[config.mk]
export PLATFORM = sky130hd
export DESIGN_NAME = load_store_unit_flat
export DESIGN_NICKNAME = d
export VERILOG_FILES = /design/src/rtl/load_store_unit_if.sv /design/src/rtl/load_store_unit.sv /design/src/flat_wrapper.sv
export SDC_FILE = /design/constraint.sdc
export NUM_CORES = 1
export LEC_CHECK = 0
export BUFFER_PORTS_ARGS = -buffer_cell sky130_fd_sc_hd__buf_2
export CORE_AREA = 5 5 173 92
export CTS_BUF_LIST = sky130_fd_sc_hd__clkbuf_4
export DETAILED_ROUTE_END_ITERATION = 8
export DIE_AREA = 0 0 178 97
export GPL_TIMING_DRIVEN = 1
export RECOVER_POWER = 100
export SLEW_MARGIN = 20
export SYNTH_ARGS = -nofsm -noshare
export SYNTH_HDL_FRONTEND = slang
export SYNTH_SLANG_ARGS = --single-unit
[constraint.sdc]
create_clock -name clk -period 3.32 [get_ports clk]
set_input_delay 0.166 -clock clk [delete_from_list [all_inputs] [get_ports clk]]
set_output_delay 0.166 -clock clk [all_outputs]
set_load 0.03 [all_outputs]
[src/rtl/load_store_unit_if.sv]
// Controller and data-bus signals of the load/store unit, grouped for port use.
// master = the LSU side, slave = controller plus memory bus (the bench).
interface load_store_unit_if #(parameter int ADDR_WIDTH = 32);
  logic                  lsu_en_i;
  logic                  we_i;
  logic [1:0]            size_i;
  logic                  sign_ext_i;
  logic [ADDR_WIDTH-1:0] addr_i;
  logic [31:0]           wdata_i;
  logic                  lsu_err_o;
  logic                  lsu_done_o;
  logic                  lsu_bus_err_o;
  logic [31:0]           rdata_o;
  logic                  data_req_o;
  logic                  data_gnt_i;
  logic [ADDR_WIDTH-1:0] data_addr_o;
  logic                  data_we_o;
  logic [3:0]            data_be_o;
  logic [31:0]           data_wdata_o;
  logic                  data_rvalid_i;
  logic                  data_err_i;
  logic [31:0]           data_rdata_i;

  modport master (
    input  lsu_en_i, we_i, size_i, sign_ext_i, addr_i, wdata_i,
    output lsu_err_o, lsu_done_o, lsu_bus_err_o, rdata_o,
    output data_req_o, data_addr_o, data_we_o, data_be_o, data_wdata_o,
    input  data_gnt_i, data_rvalid_i, data_err_i, data_rdata_i
  );
  modport slave (
    output lsu_en_i, we_i, size_i, sign_ext_i, addr_i, wdata_i,
    input  lsu_err_o, lsu_done_o, lsu_bus_err_o, rdata_o,
    input  data_req_o, data_addr_o, data_we_o, data_be_o, data_wdata_o,
    output data_gnt_i, data_rvalid_i, data_err_i, data_rdata_i
  );
endinterface

[src/rtl/load_store_unit.sv]
// Single-outstanding load/store unit: aligns stores onto a 32-bit bus and
// extracts/extends loads, with a zero-latency response path back to the core.
module load_store_unit #(
  parameter int ADDR_WIDTH = 32
) (
  input logic              clk,
  input logic              rst_n,
  load_store_unit_if.master bus
);
  typedef enum logic [1:0] {IDLE, REQ, WAIT_RESP} state_t;

  state_t                state;
  logic                  we_q, sext_q;
  logic [1:0]            size_q, off_q;
  logic [ADDR_WIDTH-1:0] waddr_q;
  logic [3:0]            be_q;
  logic [31:0]           wdata_q;

  logic                  idle, bad, start, resp, done;
  logic [3:0]            be_c;
  logic [31:0]           wdata_c, shifted, ld;
  logic [ADDR_WIDTH-1:0] waddr_c;

  assign idle    = (state == IDLE);
  assign waddr_c = {bus.addr_i[ADDR_WIDTH-1:2], 2'b00};

  always_comb begin
    bad     = 1'b0;
    be_c    = 4'b1111;
    wdata_c = bus.wdata_i;
    unique case (bus.size_i)
      2'b00: begin
        be_c    = 4'b0001 << bus.addr_i[1:0];
        wdata_c = {4{bus.wdata_i[7:0]}};
      end
      2'b01: begin
        bad     = bus.addr_i[0];
        be_c    = bus.addr_i[1] ? 4'b1100 : 4'b0011;
        wdata_c = {2{bus.wdata_i[15:0]}};
      end
      2'b10:   bad = |bus.addr_i[1:0];
      default: bad = 1'b1;
    endcase
  end

  // The IDLE request is combinational, so keep it quiet while reset is held.
  assign start          = idle & bus.lsu_en_i & ~bad & rst_n;
  assign bus.lsu_err_o  = idle & bus.lsu_en_i & bad;
  assign bus.data_req_o = start | (state == REQ);
  assign bus.data_addr_o  = idle ? waddr_c    : waddr_q;
  assign bus.data_we_o    = idle ? bus.we_i   : we_q;
  assign bus.data_be_o    = idle ? be_c       : be_q;
  assign bus.data_wdata_o = idle ? wdata_c    : wdata_q;

  assign resp    = (state == WAIT_RESP) & bus.data_rvalid_i;
  assign done    = resp & bus.lsu_en_i;
  assign shifted = bus.data_rdata_i >> {off_q, 3'b000};

  always_comb begin
    ld = bus.data_rdata_i;
    unique case (size_q)
      2'b00:   ld = {{24{sext_q & shifted[7]}},  shifted[7:0]};
      2'b01:   ld = {{16{sext_q & shifted[15]}}, shifted[15:0]};
      default: ld = bus.data_rdata_i;
    endcase
  end

  assign bus.lsu_done_o    = done;
  assign bus.lsu_bus_err_o = done & bus.data_err_i;
  assign bus.rdata_o       = (done & ~bus.data_err_i & ~we_q) ? ld : 32'h0;

  always_ff @(posedge clk or negedge rst_n) begin
    if (!rst_n) begin
      state   <= IDLE;
      we_q    <= 1'b0;
      sext_q  <= 1'b0;
      size_q  <= 2'b00;
      off_q   <= 2'b00;
      waddr_q <= '0;
      be_q    <= 4'b0000;
      wdata_q <= 32'h0;
    end else begin
      unique case (state)
        IDLE: if (start) begin
          we_q    <= bus.we_i;
          sext_q  <= bus.sign_ext_i;
          size_q  <= bus.size_i;
          off_q   <= bus.addr_i[1:0];
          waddr_q <= waddr_c;
          be_q    <= be_c;
          wdata_q <= wdata_c;
          state   <= bus.data_gnt_i ? WAIT_RESP : REQ;
        end
        REQ:       if (bus.data_gnt_i)    state <= WAIT_RESP;
        WAIT_RESP: if (bus.data_rvalid_i) state <= IDLE;
        default:                          state <= IDLE;
      endcase
    end
  end
endmodule

[src/flat_wrapper.sv]
// flat-port wrapper written by rule: the top's interface ports become plain ports
module load_store_unit_flat 
#(
  parameter int ADDR_WIDTH = 32
)
  (clk, rst_n, bus_lsu_en_i, bus_we_i, bus_size_i, bus_sign_ext_i, bus_addr_i, bus_wdata_i, bus_lsu_err_o, bus_lsu_done_o, bus_lsu_bus_err_o, bus_rdata_o, bus_data_req_o, bus_data_addr_o, bus_data_we_o, bus_data_be_o, bus_data_wdata_o, bus_data_gnt_i, bus_data_rvalid_i, bus_data_err_i, bus_data_rdata_i);
  load_store_unit_if #(.ADDR_WIDTH(ADDR_WIDTH)) bus_i ();
  input logic clk;
  input logic rst_n;
  input wire logic [$bits(bus_i.lsu_en_i)-1:0] bus_lsu_en_i;
  input wire logic [$bits(bus_i.we_i)-1:0] bus_we_i;
  input wire logic [$bits(bus_i.size_i)-1:0] bus_size_i;
  input wire logic [$bits(bus_i.sign_ext_i)-1:0] bus_sign_ext_i;
  input wire logic [$bits(bus_i.addr_i)-1:0] bus_addr_i;
  input wire logic [$bits(bus_i.wdata_i)-1:0] bus_wdata_i;
  output wire logic [$bits(bus_i.lsu_err_o)-1:0] bus_lsu_err_o;
  output wire logic [$bits(bus_i.lsu_done_o)-1:0] bus_lsu_done_o;
  output wire logic [$bits(bus_i.lsu_bus_err_o)-1:0] bus_lsu_bus_err_o;
  output wire logic [$bits(bus_i.rdata_o)-1:0] bus_rdata_o;
  output wire logic [$bits(bus_i.data_req_o)-1:0] bus_data_req_o;
  output wire logic [$bits(bus_i.data_addr_o)-1:0] bus_data_addr_o;
  output wire logic [$bits(bus_i.data_we_o)-1:0] bus_data_we_o;
  output wire logic [$bits(bus_i.data_be_o)-1:0] bus_data_be_o;
  output wire logic [$bits(bus_i.data_wdata_o)-1:0] bus_data_wdata_o;
  input wire logic [$bits(bus_i.data_gnt_i)-1:0] bus_data_gnt_i;
  input wire logic [$bits(bus_i.data_rvalid_i)-1:0] bus_data_rvalid_i;
  input wire logic [$bits(bus_i.data_err_i)-1:0] bus_data_err_i;
  input wire logic [$bits(bus_i.data_rdata_i)-1:0] bus_data_rdata_i;
  assign bus_i.lsu_en_i = bus_lsu_en_i;
  assign bus_i.we_i = bus_we_i;
  assign bus_i.size_i = bus_size_i;
  assign bus_i.sign_ext_i = bus_sign_ext_i;
  assign bus_i.addr_i = bus_addr_i;
  assign bus_i.wdata_i = bus_wdata_i;
  assign bus_lsu_err_o = bus_i.lsu_err_o;
  assign bus_lsu_done_o = bus_i.lsu_done_o;
  assign bus_lsu_bus_err_o = bus_i.lsu_bus_err_o;
  assign bus_rdata_o = bus_i.rdata_o;
  assign bus_data_req_o = bus_i.data_req_o;
  assign bus_data_addr_o = bus_i.data_addr_o;
  assign bus_data_we_o = bus_i.data_we_o;
  assign bus_data_be_o = bus_i.data_be_o;
  assign bus_data_wdata_o = bus_i.data_wdata_o;
  assign bus_i.data_gnt_i = bus_data_gnt_i;
  assign bus_i.data_rvalid_i = bus_data_rvalid_i;
  assign bus_i.data_err_i = bus_data_err_i;
  assign bus_i.data_rdata_i = bus_data_rdata_i;
  load_store_unit #(.ADDR_WIDTH(ADDR_WIDTH)) u_core (.clk(clk), .rst_n(rst_n), .bus(bus_i));
endmodule
* After elaboration in Yosys (flattened, before gate mapping)
Cells that the tools add are included.
** Word-level totals
- Flip-flop bits (word level) :: 74
- Latch bits :: 0
- RAM bits :: 0
- Bits in read-only memories :: 0
- Input port bits :: 106
- Logic and storage cells :: 54
- Memories :: 0
** Operators by class
- Add/sub/neg operators :: 0
- Multiply operators :: 0
- Divide/modulo/power cells :: 0
- Order comparisons :: 0
- Equal/unequal tests :: 8
- Shift operators :: 2
- Multiplexer cells :: 15
- Bitwise gates (word level) :: 15
- Reduce and logical (&&, ||, !) cells :: 6
** Operators with widths (number)
- 32-bit case mux with 2 select lines :: 2
- 32-bit 2-to-1 mux :: 3
- 32-bit by 5-bit right shift with 16-bit output :: 1
- 1-bit bitwise AND :: 11
- 2-bit 2-to-1 mux :: 4
- 4-bit 2-to-1 mux :: 2
- 4-bit case mux with 2 select lines :: 1
- 2-bit by 1-bit equality test with 1-bit output (second input constant) :: 3
- 2-bit zero test :: 3
- 2-bit != test (second input constant) :: 3
- 2-bit case mux with 3 select lines :: 1
- 2-bit equality test (second input constant) :: 2
- 1-bit by 2-bit left shift with 4-bit output (first input constant) :: 1
- 1-bit inverter :: 3
- 1-bit case mux with 3 select lines :: 1
- 3-bit AND reduction :: 1
- 2-bit AND reduction :: 1
- 2-bit OR reduction :: 1
- 1-bit 2-to-1 mux :: 1
- 1-bit OR :: 1

* Longest topological paths before layout
Gate-level depths: netlist of run 1.
- Depth after elaboration :: 7
- Mapped depth :: 7

* Worst setup path after synthesis of run 1
Ideal clock, no wire load.
- Path kind :: reg-to-output
- Start :: reg u_core.state[1]
- End :: out bus_data_be_o[0]
- Data arrival time :: 1.761 ns
- Data required time :: 3.154 ns
- Slack :: 1.393 ns
- Stages on the path, launching flop included :: 5
- Path buffers :: 2
- Cell sequence :: dfrtp_1 > or2_2 > clkbuf_1 > clkbuf_1 > o21ai_0
** On the way
- Longest elaborated chain between the ends :: 2
** Ends and longest elaborated chain
- start, declared :: RTL line load_store_unit.sv:12 : state_t state;
- start signal, assigned :: RTL line load_store_unit.sv:92 : state <= bus.data_gnt_i ? WAIT_RESP : REQ;
- 2-bit zero test :: RTL line load_store_unit.sv:24 : assign idle = (state == IDLE);
- 4-bit 2-to-1 mux :: RTL line load_store_unit.sv:52 : assign bus.data_be_o = idle ? be_c : be_q;
- end, declared :: RTL line flat_wrapper.sv:23 : output wire logic [$bits(bus_i.data_be_o)-1:0] bus_data_be_o;
No other way between the ends.

* Worst setup path in the final report of run 1
- Start :: reg u_core.state[1]
- End :: out bus_data_we_o
** On the way
- Longest elaborated chain between the ends :: 2
** Ends and longest elaborated chain
- 2-bit zero test :: RTL line load_store_unit.sv:24
- 1-bit 2-to-1 mux :: RTL line load_store_unit.sv:51 : assign bus.data_we_o = idle ? bus.we_i : we_q;
- end, declared :: RTL line flat_wrapper.sv:22 : output wire logic [$bits(bus_i.data_we_o)-1:0] bus_data_we_o;
No other way between the ends.

==> results of run 1 <==
==> power by group <==
group / internal (mW) / leakage (nW) / switching (mW)
sequential: 1.15 / 0.895 / 0.169
clock: 0.234 / 0.0652 / 0.354
combinational: 0.445 / 1.88 / 0.925
==> per-stage QoR <==
stage / setup WS (ns) / total power, mW / hold WS [ns] / cells / util
2_1_floorplan: 1.39 / 2.43 / -0.130 / 581 / -
3_3_place_gp: 1.12 / 2.84 / 0.0703 / 949 / 0.423
3_5_place_dp: 1.03 / 2.84 / 0.0680 / 949 / 0.423
4_1_cts: 0.537 / 3.47 / 0.000188 / 999 / 0.457
5_1_grt: 0.130 / 3.52 / -0.00681 / 1000 / 0.436
6_report: 0.416 / 3.27 / 0.0500 / 1000 / 0.436
==> kinds of logic (layout without fill, tap and decap cells) <==
family / count (synthesis) / count (layout) / synth area share
buf+inv: 52 / 273 / 0.0548
flops: 74 / 74 / 0.380
compound gates: 140 / 140 / 0.169
other cells: 1 / 2 / 0.000770
simple gates: 238 / 238 / 0.198
mux: 75 / 75 / 0.197
==> placed cells by master (no fill, tap or decap), types with 4 or more instances in the layout <==
cell type      instances
inv_1                  5
clkbuf_2               5
a21oi_1               44
nor2b_1                5
nor2_1                11
clkbuf_4               9
clkbuf_1              96
o2bb2ai_1             14
dfrtp_1               74
buf_2                111
mux2_1                41
a22oi_1                8
clkinvlp_4             4
dlygate4sd3_1         35
mux2i_1               33
nand2_1              210
o21ai_0               59
==> worst max-delay path by stage <==
stage | startpoint | to | slack, ns | depth (start not counted)
2_1_floorplan | u_core.state[1]$_DFFE_PN0P_ | bus_data_be_o[0] | 1.39 | 4
3_3_place_gp | u_core.off_q[1]$_DFFE_PN0P_ | bus_rdata_o[21] | 1.12 | 5
3_5_place_dp | u_core.off_q[1]$_DFFE_PN0P_ | bus_rdata_o[17] | 1.03 | 5
4_1_cts | u_core.off_q[1]$_DFFE_PN0P_ | bus_rdata_o[17] | 0.54 | 5
5_1_grt | u_core.state[1]$_DFFE_PN0P_ | bus_data_we_o | 0.13 | 5
6_report | u_core.state[1]$_DFFE_PN0P_ | bus_data_we_o | 0.42 | 5
==> sequential cells by signal, indices dropped and copies added (netlist names) <==
signal          count
u_core.be_q         4
u_core.off_q        2
u_core.sext_q       1
u_core.size_q       2
u_core.state        2
u_core.waddr_q     30
u_core.wdata_q     32
u_core.we_q         1
==> metal layers <==
layer	GRT usage	wire length (um)
met2	0.244	6330
met5	0	0
met4	0.0261	102
met3	0.0475	1220
met1	0.280	7970
==> critical path: stages, from the launching register on <==
cell      delay (ns)
dfrtp_1         0.47
nor2_2          0.82
clkbuf_2        0.51
nand2_1         0.10
nand2_1         0.07
clkbuf_1        0.34
==> cell type report <==
type                       instances  area, um2
clock buffer                       9       67.6
clock inverter                     7       77.6
fill                            1509       7980
inverter                           7       26.3
multi-input combinational        455       2590
sequential                        74       1850
tap                              198        248
timing repair buffer             250       1310
==> impl_metrics.ini, run 1 <==
[floorplan]
dieWidth_um = 178
coreArea_um2 = 14200
row_count = 31
start_util = 0.344
dieArea_um2 = 17300
die_y_um = 97
io_pins = 211

[setup_path]
required_ns = 3.15
reg2reg_from = u_core.state[1]$_DFFE_PN0P_
r2r_cells = 4
end_kind = primary output
startpoint_type = flop
crit_type = flop to primary output
arrival_ns = 2.74
r2r_end = u_core.waddr_q[27]$_DFFE_PN0P_
ff2ff_setup_slack_ns = 1.46
crit_path_max_fanout = 24

[flow_run]
maxCapViolations = 0

[worst_hold_path]
hold-path-endpoint = u_core.wdata_q[0]$_DFFE_PN0P_
hold_path_depth = 2
min_from = bus_wdata_i[0]
hp-class = input pin to flop

[drt]
drt_wl_total_um = 15600
via_per_inst = 4.72
drtIter0Drc = 442
dr.pass1.iters = 6
wl_per_cell_um = 15.6
postRouteAntennaNets = 0
drc = 0
vias = 4724

[clocking]
cts.sinks = 74
clk_pin_slew_ns = 0.13
post_cts_buffers = 0
cts_htree_levels = 3
cts_tree = built
cts_hold_buffers = 34
clockRootBuffer = clkbuf_4
cts_resized = 0
clockBufferDepth = 2
cts_buffers = 9
clock_latency_ns = 0.41

[timing]
fin_crit_sh = 0.875
finalClockSkew_ns = 0.0115
setup_tns_ns = 0
relSlewSlack = 0.0189
slew_viol_final = 0
setup_viol_count_final = 0
tightest_slew_ns = 1.47
grt_setup_unrepaired = no
clock.fmax_mhz = 344
hold_viol_final = 0
layout_min_cycle_time_ns = 2.90

[global_route]
overflow = 0
grt_pass1_vias = 4564
grt_pass1_wl_um = 25000
grt_max_degree = 59
grtUsageTotal = 0.178
antenna_found_initial = 1

[synth]
ys_top_cells_by_area = dfrtp_1 38%, nand2_1 16%, mux2_4 13%
async_flop_share = 1.00
synth_warnings = 0
synth_commonest_cells = 210 x nand2_1, 74 x dfrtp_1, 44 x a21oi_1, 44 x o21ai_0, 41 x mux2_4
syn_inst = 580
syn_avg_cell_area_um2 = 8.39
synth_edf_count = 0
yosys.area.top_type = dfrtp_1
synth_seq_area_share = 0.380
synth_top_area_frac = 0.380
synth-seq-cells = 74
post_synth_num_cell_types = 39
synth_most_common_cell = nand2_1
syn-cell-area_um2 = 4870
ys.flop_type = dfrtp_1

[placement]
hpwl_um = 11500
gp_congestion = 0.875
postPlaceCellArea_um2 = 5980
io_buffers = 208

[run_status]
status = completed

[power]
power.static_leakage_nw = 2.84
irDropWorstVdd_v = 0.000218
power_density_nw_per_um2 = 530

[final_layout]
drive_above_1_share = 0.180
fin_area_um2 = 6170
diodes = 0
final_nets = 903
synthToLayoutAreaGrowth_pct = 26.9
Note: power is estimated with default switching activity, not from simulation.
==> inputs of run 2 (changes only) <==
==> constraint.sdc (replaced) <==
create_clock -name clk -period 3.32 [get_ports clk]
set_input_delay 0.166 -clock clk [delete_from_list [all_inputs] [get_ports clk]]
set_output_delay 0.166 -clock clk [all_outputs]
set_load 0.01 [all_outputs]
==> impl_metrics.ini, run 2 (synthesis results as in run 1) <==
[floorplan]
io_pins = 211
die_y_um = 97
dieArea_um2 = 17300
start_util = 0.344
row_count = 31
coreArea_um2 = 14200
dieWidth_um = 178

[final_layout]
fillerInstances = 1504
final_core_util = 0.435
final_common_cell = nand2_1
final_nets = 903
fin_area_um2 = 6160
reg_top3 = u_core.wdata_q: 32 flops, u_core.waddr_q: 30 flops, u_core.be_q: 4 flops
final_cell_mix = 210 x nand2_1, 109 x buf_2, 98 x clkbuf_1
largest_reg_flops = 32
diodes = 0
top_register = u_core.wdata_q
multiInputGateArea_um2 = 2570
register_area_um2 = 1850
synthToLayoutAreaGrowth_pct = 26.5
drive_above_1_share = 0.171

[worst_hold_path]
hp-class = input pin to flop
hold_path_depth = 2
hold-path-endpoint = u_core.wdata_q[4]$_DFFE_PN0P_
min_from = bus_wdata_i[4]

[global_route]
grt_pass1_wl_um = 24300
grt_pass1_vias = 4311
grt_max_degree = 75
antenna_found_initial = 0
overflow = 0
grtUsageTotal = 0.174

[drt]
vias = 4793
drtIter0Drc = 424
drc = 0
dr.pass1.iters = 5
drt_wl_total_um = 15300
via_per_inst = 4.79
postRouteAntennaNets = 0
wl_per_cell_um = 15.3

[timing]
tightest_slew_ns = 1.47
fin_crit_sh = 0.848
relSlewSlack = 0.0223
slew_viol_final = 0
setup_tns_ns = 0
hold_ws_ns = 0.0394
layout_min_cycle_time_ns = 2.82
setup_viol_count_final = 0
clock.fmax_mhz = 355
fin_ws_ns = 0.504
finalClockSkew_ns = 0.0129
grt_setup_unrepaired = no
hold_viol_final = 0

[setup_path]
required_ns = 3.15
worstPathCellList = or2_1 > buf_4 > nand2_1 > o21ai_0 > clkbuf_1
max_stage_delay_ns = 0.89
cp_slowest_cell = or2_1
ff2ff_setup_slack_ns = 0.62
arrival_ns = 2.65
crit_path_max_fanout = 35
end_kind = primary output
r2r_end = u_core.waddr_q[3]$_DFFE_PN0P_
r2r_cells = 4
crit_type = flop to primary output
startpoint_type = flop
reg2reg_from = u_core.state[1]$_DFFE_PN0P_

[power]
p_int_mw = 1.83
power_frac_comb = 0.374
irDropWorstVdd_v = 0.000163
power.static_leakage_nw = 2.84
power_density_nw_per_um2 = 491
power_frac_seq = 0.435
p_sw_frac = 0.394
p_sw_mw = 1.19
pwr-share-clk = 0.191

[clocking]
cts_resized = 0
clock_latency_ns = 0.42
cts.sinks = 74
cts_htree_levels = 3
post_cts_buffers = 0
cts_tree = built
clockRootBuffer = clkbuf_4
clockBufferDepth = 2
cts_hold_buffers = 34
clk_pin_slew_ns = 0.12
cts_buffers = 9

[placement]
postPlaceCellArea_um2 = 5990
gp_congestion = 0.855
io_buffers = 208
dp_slack_ns = 1.07
hpwl_um = 11400

[flow_run]
maxCapViolations = 0

[run_status]
status = completed
[run 2: cell types whose count changed in the layout (fill, tap and decap cells not counted), moves of 2 or more]
cell	delta
buf_2	-2
clkbuf_2	-3
clkbuf_1	+2
buf_4	+3
clkinvlp_4	-2
[run 2: per-stage QoR]
step / power, mW / cells
2_1_floorplan: 2.18 / 581
3_3_place_gp: 2.60 / 949
5_1_grt: 3.27 / 1000
4_1_cts: 3.22 / 999
3_5_place_dp: 2.60 / 949
6_report: 3.02 / 1000
[run 2: critical path: cells and delay by family (launching register included)]
family	cells	cell delay, ns
and+or+nand+nor	2	0.98
buffers and inverters	2	0.63
DFF	1	0.46
AOI/OAI and AO/OA	1	0.13
[run 2: worst max path at each step]
stage | start | slack, ns | end
2_1_floorplan | u_core.off_q[0]$_DFFE_PN0P_ | 1.79 | bus_rdata_o[21]
3_3_place_gp | u_core.off_q[1]$_DFFE_PN0P_ | 1.17 | bus_rdata_o[28]
3_5_place_dp | u_core.off_q[1]$_DFFE_PN0P_ | 1.07 | bus_rdata_o[18]
4_1_cts | u_core.off_q[1]$_DFFE_PN0P_ | 0.57 | bus_rdata_o[22]
5_1_grt | u_core.state[1]$_DFFE_PN0P_ | 0.24 | bus_data_be_o[2]
6_report | u_core.state[1]$_DFFE_PN0P_ | 0.50 | bus_data_wdata_o[26]
[run 2: layer usage]
layer  vias up  track usage  wire length [um]
met2       163        0.227              6060
met5         -            0                 0
met4         0       0.0261               115
met3        12       0.0506              1120
met1      2217        0.281              8020
li1       2401            -                 -
[run 2: power groups by stage]
stage                     Combinational, mW  Clock (mW)  Sequential, mW
after floorplan                       0.905           0            1.27
after global placement                 1.26           0            1.34
after detailed placement               1.27           0            1.32
after CTS                              1.30       0.608            1.32
after global routing                   1.27       0.650            1.35
final                                  1.13       0.578            1.32
[run 2: cell type report]
cell class,instances,share of cell area
multi-input cells,455,0.418
clock inverters,6,0.0108
well taps,198,0.0402
clock buffers,10,0.0122
inverters,7,0.00427
repair buffers,250,0.214
flip-flops and latches,74,0.301
==> inputs of run 3 (changes only) <==
==> constraint.sdc (replaced) <==
create_clock -name clk -period 2.8 [get_ports clk]
set_input_delay 0.14 -clock clk [delete_from_list [all_inputs] [get_ports clk]]
set_output_delay 0.14 -clock clk [all_outputs]
set_load 0.01 [all_outputs]
==> impl_metrics.ini, run 3 (synthesis results as in run 1) <==
[drt]
drtIter0Drc = 421
drc = 0
vias = 4841
drt_wl_total_um = 15800
postRouteAntennaNets = 0
wl_per_cell_um = 15.7
dr.pass1.iters = 5
via_per_inst = 4.79

[clocking]
cts_htree_levels = 3
cts_resized = 0
cts_tree = built
clockBufferDepth = 2
cts_buffers = 9
cts.sinks = 74
clk_pin_slew_ns = 0.13
clockRootBuffer = clkbuf_4
clock_latency_ns = 0.41

[worst_hold_path]
hp-class = input pin to flop

[final_layout]
drive_above_1_share = 0.192
diodes = 0
final_nets = 916
final_core_util = 0.444
final_cell_mix = 210 x nand2_1, 116 x buf_2, 87 x clkbuf_1
largest_reg_flops = 32
final_common_cell = nand2_1
synthToLayoutAreaGrowth_pct = 29.2
top_register = u_core.wdata_q
reg_top3 = u_core.wdata_q: 32 flops, u_core.waddr_q: 30 flops, u_core.be_q: 4 flops

[timing]
hold_ws_ns = 0.0574
setup_viol_count_final = 0
slew_viol_final = 60
hold_viol_final = 0
fin_crit_sh = 0.920
tightest_slew_ns = 1.51
setup_tns_ns = 0
clock.fmax_mhz = 388
grt_setup_unrepaired = no
layout_min_cycle_time_ns = 2.58
relSlewSlack = -0.00663
finalClockSkew_ns = 0.0133

[floorplan]
dieWidth_um = 178
start_util = 0.344
row_count = 31
coreArea_um2 = 14200
io_pins = 211
die_y_um = 97
dieArea_um2 = 17300

[setup_path]
critPathTopFamily = compound AO/OA/AOI/OAI gates
end_kind = primary output
worstPathCellList = clkbuf_2 > o21ai_0 > nand2_1 > a21oi_1 > clkbuf_1
crit_path_max_fanout = 8
cp_slowest_cell = o21ai_0
max_stage_delay_ns = 0.79
path_buf_inv = 2
crit_type = flop to primary output
startpoint_type = flop
arrival_ns = 2.44
ff2ff_setup_slack_ns = 0.50
required_ns = 2.66

[global_route]
grt_pass1_vias = 4510
grt_max_degree = 60
overflow = 0
antenna_found_initial = 1
grtUsageTotal = 0.180
grt_pass1_wl_um = 25100

[power]
total_power_mw = 3.66
irDropWorstVdd_v = 0.000182
power.static_leakage_nw = 2.96
power_density_nw_per_um2 = 582

[placement]
hpwl_um = 11900
io_buffers = 208
gp_congestion = 0.865

[run_status]
violations = capacitance limit, slew limit
status = finished, violations left

[flow_run]
maxCapViolations = 1
[run 3: worst reg2reg max path, cell delays in order, from the launching register on]
cell       delay (ns)
dfrtp_1          0.44
nand4bb_1        0.39
o21bai_1         0.32
clkbuf_2         0.45
clkbuf_2         0.39
nand2_1          0.12
o21ai_0          0.09
[run 3: worst paths after layout]
path	from	endpoint	cells after the start
max in group asynchronous	rst_n	u_core.wdata_q[7]$_DFFE_PN0P_	3
hold reg to reg	u_core.wdata_q[28]$_DFFE_PN0P_	u_core.wdata_q[28]$_DFFE_PN0P_	2
setup / recovery	u_core.off_q[1]$_DFFE_PN0P_	bus_rdata_o[0]	5
min in group asynchronous	rst_n	u_core.wdata_q[13]$_DFFE_PN0P_	2
hold / removal	bus_wdata_i[15]	u_core.wdata_q[15]$_DFFE_PN0P_	3
setup reg to reg	u_core.state[1]$_DFFE_PN0P_	u_core.wdata_q[23]$_DFFE_PN0P_	6
[run 3: what timing repair did]
item / 4_1_cts / 5_1_grt
hold buffers: 41 / 0
endpoints found under the hold margin: 56 / 0
buffers inserted: 0 / 0
[run 3: routing by layer]
layer	track usage	wire, um
met1	0.291	8430
met2	0.240	6110
met3	0.0471	1220
met4	0.0196	73
met5	0	0
[run 3: layout make-up]
type / count / area [um2]
well taps: 198 / 248
repair buffers: 263 / 1450
flip-flops and latches: 74 / 1850
inverters: 7 / 26.3
clock buffers: 9 / 67.6
multi-input cells: 455 / 2570
clock inverters: 5 / 81.3
fillers: 1498 / 7870
[run 3: metrics by stage]
| step | std cells | setup WS (ns) | cell area [um2] |
|---|---|---|---|
| 2_1_floorplan | 581 | 1.30 | 4870 |
| 3_3_place_gp | 956 | 0.728 | 6050 |
| 3_5_place_dp | 956 | 0.752 | 6050 |
| 4_1_cts | 1011 | 0.252 | 6610 |
| 5_1_grt | 1011 | 0.0154 | 6290 |
| 6_report | 1011 | 0.224 | 6290 |
[run 3: where the power goes]
group | internal, mW | leakage (nW) | switching, mW | total (mW)
Combinational | 0.542 | 1.98 | 0.821 | 1.36
Clock | 0.353 | 0.0778 | 0.383 | 0.736
Sequential | 1.36 | 0.895 | 0.198 | 1.56
